===== src/rtl/fetch_pkg.sv =====
// Shared types and constants for the instruction fetch front-end.
package fetch_pkg;

  localparam int XLEN    = 32;
  localparam int PC_STEP = 4;

  // One buffered instruction together with the PC it was fetched from.
  typedef struct packed {
    logic [XLEN-1:0] pc;
    logic [XLEN-1:0] instr;
  } fifo_entry_t;

  // Force a PC onto a word boundary; the low two bits are never meaningful.
  function automatic logic [XLEN-1:0] align_pc(input logic [XLEN-1:0] pc);
    return {pc[XLEN-1:2], 2'b00};
  endfunction

endpackage


===== src/rtl/fetch_fifo.sv =====
// Flushable circular FIFO holding fetched {pc, instr} pairs for the core.
module fetch_fifo
  import fetch_pkg::*;
#(
  parameter  int DEPTH = 4,
  localparam int PW    = $clog2(DEPTH),
  localparam int CW    = PW + 1
) (
  input  logic          clk,
  input  logic          rst,
  input  logic          push,
  input  fifo_entry_t   push_data,
  input  logic          pop,
  input  logic          flush,
  output logic [CW-1:0] count,
  output fifo_entry_t   head,
  output logic          full
);

  fifo_entry_t   mem [DEPTH];
  logic [PW-1:0] wr_ptr;
  logic [PW-1:0] rd_ptr;
  logic          do_push;
  logic          do_pop;

  assign full = (count == CW'(DEPTH));
  assign head = mem[rd_ptr];

  // Qualify push/pop so an empty pop or an overfull push can never corrupt state.
  always_comb begin
    do_pop  = pop && (count != '0);
    do_push = push && (!full || do_pop);
  end

  // Pointer, count and storage update; flush wins over a same-cycle push.
  always_ff @(posedge clk) begin
    if (rst) begin
      wr_ptr <= '0;
      rd_ptr <= '0;
      count  <= '0;
      for (int i = 0; i < DEPTH; i++) begin
        mem[i] <= '0;
      end
    end else if (flush) begin
      wr_ptr <= '0;
      rd_ptr <= '0;
      count  <= '0;
    end else begin
      if (do_push) begin
        mem[wr_ptr] <= push_data;
        wr_ptr      <= wr_ptr + 1'b1;
      end
      if (do_pop) begin
        rd_ptr <= rd_ptr + 1'b1;
      end
      if (do_push && !do_pop) begin
        count <= count + 1'b1;
      end else if (!do_push && do_pop) begin
        count <= count - 1'b1;
      end
    end
  end

endmodule


===== src/rtl/instr_fetch_queue.sv =====
// Fetch front-end: owns the fetch PC, issues credit-limited memory requests,
// buffers in-order responses and drops stale ones after a redirect.
module instr_fetch_queue
  import fetch_pkg::*;
#(
  parameter  int          DEPTH    = 4,
  parameter  logic [31:0] RESET_PC = 32'h0000_0000,
  localparam int          CW       = $clog2(DEPTH) + 1
) (
  input  logic        clk,
  input  logic        rst,
  output logic        req_valid,
  input  logic        req_ready,
  output logic [31:0] req_addr,
  input  logic        rsp_valid,
  input  logic [31:0] rsp_data,
  input  logic        redirect,
  input  logic [31:0] redirect_pc,
  output logic        out_valid,
  input  logic        out_ready,
  output logic [31:0] out_pc,
  output logic [31:0] out_instr
);

  logic [XLEN-1:0] fetch_pc;
  logic [XLEN-1:0] rsp_pc;
  logic [CW-1:0]   outstanding;
  logic [CW-1:0]   drop_cnt;
  logic [CW-1:0]   fifo_count;
  logic [CW:0]     in_use;
  logic            fifo_full;
  logic            credit_ok;
  logic            accept;
  logic            push;
  logic            pop;
  fifo_entry_t     push_entry;
  fifo_entry_t     head_entry;

  // Credit, handshake and push decisions; buffered plus in-flight never exceeds DEPTH.
  always_comb begin
    in_use     = {1'b0, fifo_count} + {1'b0, outstanding};
    credit_ok  = !fifo_full && (in_use < (CW + 1)'(DEPTH));
    req_valid  = !rst && !redirect && credit_ok;
    accept     = req_valid && req_ready;
    push       = rsp_valid && !redirect && (drop_cnt == '0);
    out_valid  = (fifo_count != '0);
    pop        = out_valid && out_ready;
    push_entry = '{pc: rsp_pc, instr: rsp_data};
  end

  assign req_addr  = fetch_pc;
  assign out_pc    = head_entry.pc;
  assign out_instr = head_entry.instr;

  // PC, outstanding-request and stale-drop bookkeeping; redirect restarts both PCs.
  always_ff @(posedge clk) begin
    if (rst) begin
      fetch_pc    <= RESET_PC;
      rsp_pc      <= RESET_PC;
      outstanding <= '0;
      drop_cnt    <= '0;
    end else begin
      outstanding <= outstanding + CW'(accept) - CW'(rsp_valid);
      if (redirect) begin
        fetch_pc <= align_pc(redirect_pc);
        rsp_pc   <= align_pc(redirect_pc);
        drop_cnt <= outstanding - CW'(rsp_valid);
      end else begin
        if (accept) begin
          fetch_pc <= fetch_pc + XLEN'(PC_STEP);
        end
        if (push) begin
          rsp_pc <= rsp_pc + XLEN'(PC_STEP);
        end
        if (rsp_valid && (drop_cnt != '0)) begin
          drop_cnt <= drop_cnt - 1'b1;
        end
      end
    end
  end

  fetch_fifo #(
    .DEPTH(DEPTH)
  ) u_fifo (
    .clk      (clk),
    .rst      (rst),
    .push     (push),
    .push_data(push_entry),
    .pop      (pop),
    .flush    (redirect),
    .count    (fifo_count),
    .head     (head_entry),
    .full     (fifo_full)
  );

endmodule


===== config.mk =====
export PLATFORM = sky130hd
export DESIGN_NAME = instr_fetch_queue
export DESIGN_NICKNAME = d
export VERILOG_FILES = /design/src/rtl/fetch_pkg.sv /design/src/rtl/fetch_fifo.sv /design/src/rtl/instr_fetch_queue.sv
export SDC_FILE = /design/constraint.sdc
export NUM_CORES = 1
export LEC_CHECK = 0
export CORE_ASPECT_RATIO = 1.1
export CORE_MARGIN = 1.5
export CORE_UTILIZATION = 50
export CTS_BUF_LIST = sky130_fd_sc_hd__clkbuf_4
export CTS_CLUSTER_DIAMETER = 120
export DETAILED_ROUTE_END_ITERATION = 7
export DONT_BUFFER_PORTS = 1
export PLACE_DENSITY = 0.67
export SYNTH_ARGS = -nofsm -noshare
export SYNTH_HDL_FRONTEND = slang
export SYNTH_SLANG_ARGS = --single-unit
export TNS_END_PERCENT = 1

===== constraint.sdc =====
create_clock -name clk -period 6.4 [get_ports clk]
set_input_delay 1.28 -clock clk [delete_from_list [all_inputs] [get_ports clk]]
set_output_delay 1.28 -clock clk [all_outputs]
set_load 0.02 [all_outputs]

==> metrics.cfg <==
[grt]
overflow=0
grt_pass1_wl_um=51370
grt_start_max_net_pins=108
first_global_vias=9445
grt_antenna_before_repair=1
grt.total_usage_pct=21.68

[yosys]
synth_edf_count=248
synth_compound_area_share_pct=5.152
yosysUniqueCellTypes=58
yosys.area_share.simple_pct=17.29
yosys.area_share.adder_pct=1.199
async_flop_share_pct=0
netlist_area_mm2=0.01482
yosys.area_share.xor_xnor_pct=2.838
ys_seq_area_share_pct=60.40
syn_inst=1149
yosys_warnings=0
ys_ff_latch=323
ys.flop_type=edfxtp_1
synthMuxAreaShare_pct=9.704
syn_area_per_cell_um2=12.89
synth_top_family_by_area=simple AND/OR/NAND/NOR gates

[routing]
dr.pass1.iters=7
via_count=9186
via_per_inst=5.796
drt-initial-drc-count=598
wirelength_um=32640
ant_nets=0
routedWlPerCell_um=20.59
drcViolationCount=0

[cells_and_area]
syn_to_final_growth_pct=9.104
layout_common_cells=edfxtp_1 (248), and2_1 (156), clkbuf_4 (118)
final_area_mm2=0.01616
layout-drive-gt1-share_pct=18.17
layout_commonest_cell=edfxtp_1
nets=1245
utilization_pct=55.83

[timing]
worst_pin_slew_ns=1.075
period_share_pct=64.76
drv_slew=0
whs_ns=0.5380
relSlewSlack_pct=28.25
setup_viol=0
fin_setup_tns_ns=0
hold_viol_final=0
finClkSkew_ns=0.03343
rsz0062_at_grt=no
post-route-min-period_ns=4.145
fmax_mhz=241.3

[floorplan]
die_w_um=167.1
ios=168
num_rows=65
dieArea_mm2=0.03067
die_y_um=183.5
core_mm2=0.02895
initial_core_util_pct=51.17

[pwr]
power.density_mw_per_mm2=291.5
ir_worst_vdd_mv=0.1294
total_power_uw=4712
p_leak_uw=0.006025

[clocking]
cts_root_buffer=clkbuf_4
clock_latency_ns=0.68
cts_hold_buf=0
cts_sinks=323
clock_path_buffers=3
numCtsBuffers=83
path_clk_slew_ns=0.07
post_cts_resized=0
ctsHtreeMaxLevel=3
cts_tree=done
cts_setup_buffers=0

[min_path]
hp-start=u_fifo.rd_ptr[1]
hold_path.class=reg -> reg

[setup_path]
crit_chain=buf_4 > mux4_2
critPathBufInv=1
cpMaxStageDelayCell=dfxtp_4
r2r_slack_ns=3.07
critPathLaunchType=flip-flop
cp.arrival_ns=2.86
crit_type=reg -> out
crit-reg2reg-launch=u_fifo.count[2]
path_max_fanout=46
cp_top_family=flip-flops
cp.required_ns=5.12
worst_path_largest_cell_delay_ns=0.99
critical_path.endpoint_type=primary output

[outcome]
outcome=finished, final reports clean

[run]
cap_violations=0

[place]
dp_hpwl_um=18800
place_congestion=0.8910
placed_cell_area_mm2=0.01508
port-buffer-count=0

power by group:
part / switching [uW] / internal [uW]
sequential: 103 / 2380
clock: 820 / 1010
combinational: 254 / 149
final timing paths:
kind	endpoint	depth (start not counted)
hold reg to reg	flip-flop	2
setup reg to reg	outstanding[2]	12
setup / recovery	out_pc[11]	2
hold / removal	flip-flop	2
routing by layer:
| metal | up-vias | global-route usage (%) | routed length [um] | part of all wire (%) |
|---|---|---|---|---|
| met1 | 4497 | 26.60 | 13330 | 41 |
| met3 | 60 | 5.684 | 2651 | 8.1 |
| met4 | 0 | 7.527 | 611 | 1.9 |
| met5 | - | 0 | 0 | 0 |
| li1 | 4289 | - | - | - |
| met2 | 340 | 37.21 | 16050 | 49 |
area by class of cell:
class                      instances  area [um^2]
inverter                          45        168.9
timing repair buffer               9        80.08
clock inverter                    21        198.9
sequential                       323         8954
multi-input combinational        700         5414
tap                              368        460.4
clock buffer                     118        885.9
antenna                            1        2.502
fill                            2421        12790
flip-flops by register name, indices dropped and copies added (netlist names), named ones only:
name / count
u_fifo.mem: 248
req_addr: 30
rsp_pc: 30
drop_cnt: 3
outstanding: 3
u_fifo.count: 3
u_fifo.rd_ptr: 2
u_fifo.wr_ptr: 2
stage by stage:
step | setup slack, ns | instances
after floorplan | 0.9538 | 1152
after global placement | 2.438 | 1445
after detailed placement | 2.455 | 1445
after CTS | 2.116 | 1584
after global routing | 1.995 | 1585
final | 2.255 | 1585
cell usage after synthesis, types with 2 or more instances:
master	instances	share of area, %
a31oi_1	18	0.76
or4_1	3	0.15
a21boi_0	11	0.56
nand2b_1	2	0.084
o21bai_1	3	0.15
nand3_1	31	1.0
edfxtp_1	248	50
and2_1	156	6.6
nor4_1	6	0.25
clkbuf_1	63	1.6
o21ai_0	8	0.27
fa_1	2	0.27
nand3b_1	4	0.20
nor4_2	3	0.25
and3_1	56	2.4
buf_4	4	0.20
inv_1	44	1.1
mux2i_1	3	0.20
nand2_1	55	1.4
a21boi_1	2	0.10
xor2_1	29	1.7
nor2_1	67	1.7
o211ai_1	8	0.41
nand4_1	26	1.1
a21o_1	8	0.41
o22ai_1	5	0.21
o32a_1	2	0.14
or3_1	9	0.38
a311oi_1	2	0.12
nor3_1	13	0.44
dfxtp_1	75	10
a21oi_1	27	0.91
or2_2	3	0.13
buf_1	14	0.35
buf_2	3	0.10
o31a_1	6	0.35
mux4_2	62	9.4
and4_1	8	0.47
a211oi_1	13	0.66
xnor2_1	19	1.1
ha_1	11	0.93
worst register-to-register path, stage by stage (launching register included):
cell and delay (ns):
dfxtp_1 0.42, ha_1 0.26, or4_4 0.50, or2_4 0.32
nor2_4 0.32, inv_2 0.25, ha_1 0.33, inv_1 0.05
ha_1 0.13, inv_1 0.05, fa_1 0.38, xnor2_1 0.16
nor2_1 0.05
cell families after synthesis:
kind of cell | Yosys count
other | 1
AO/OA/AOI/OAI | 115
flip-flops | 323
AND/OR/NAND/NOR | 454
multiplexers | 66
buffers and inverters | 129
adder cells (fa/ha/maj) | 13
XOR/XNOR | 48
No activity file was read; power rests on OpenSTA's default activity.
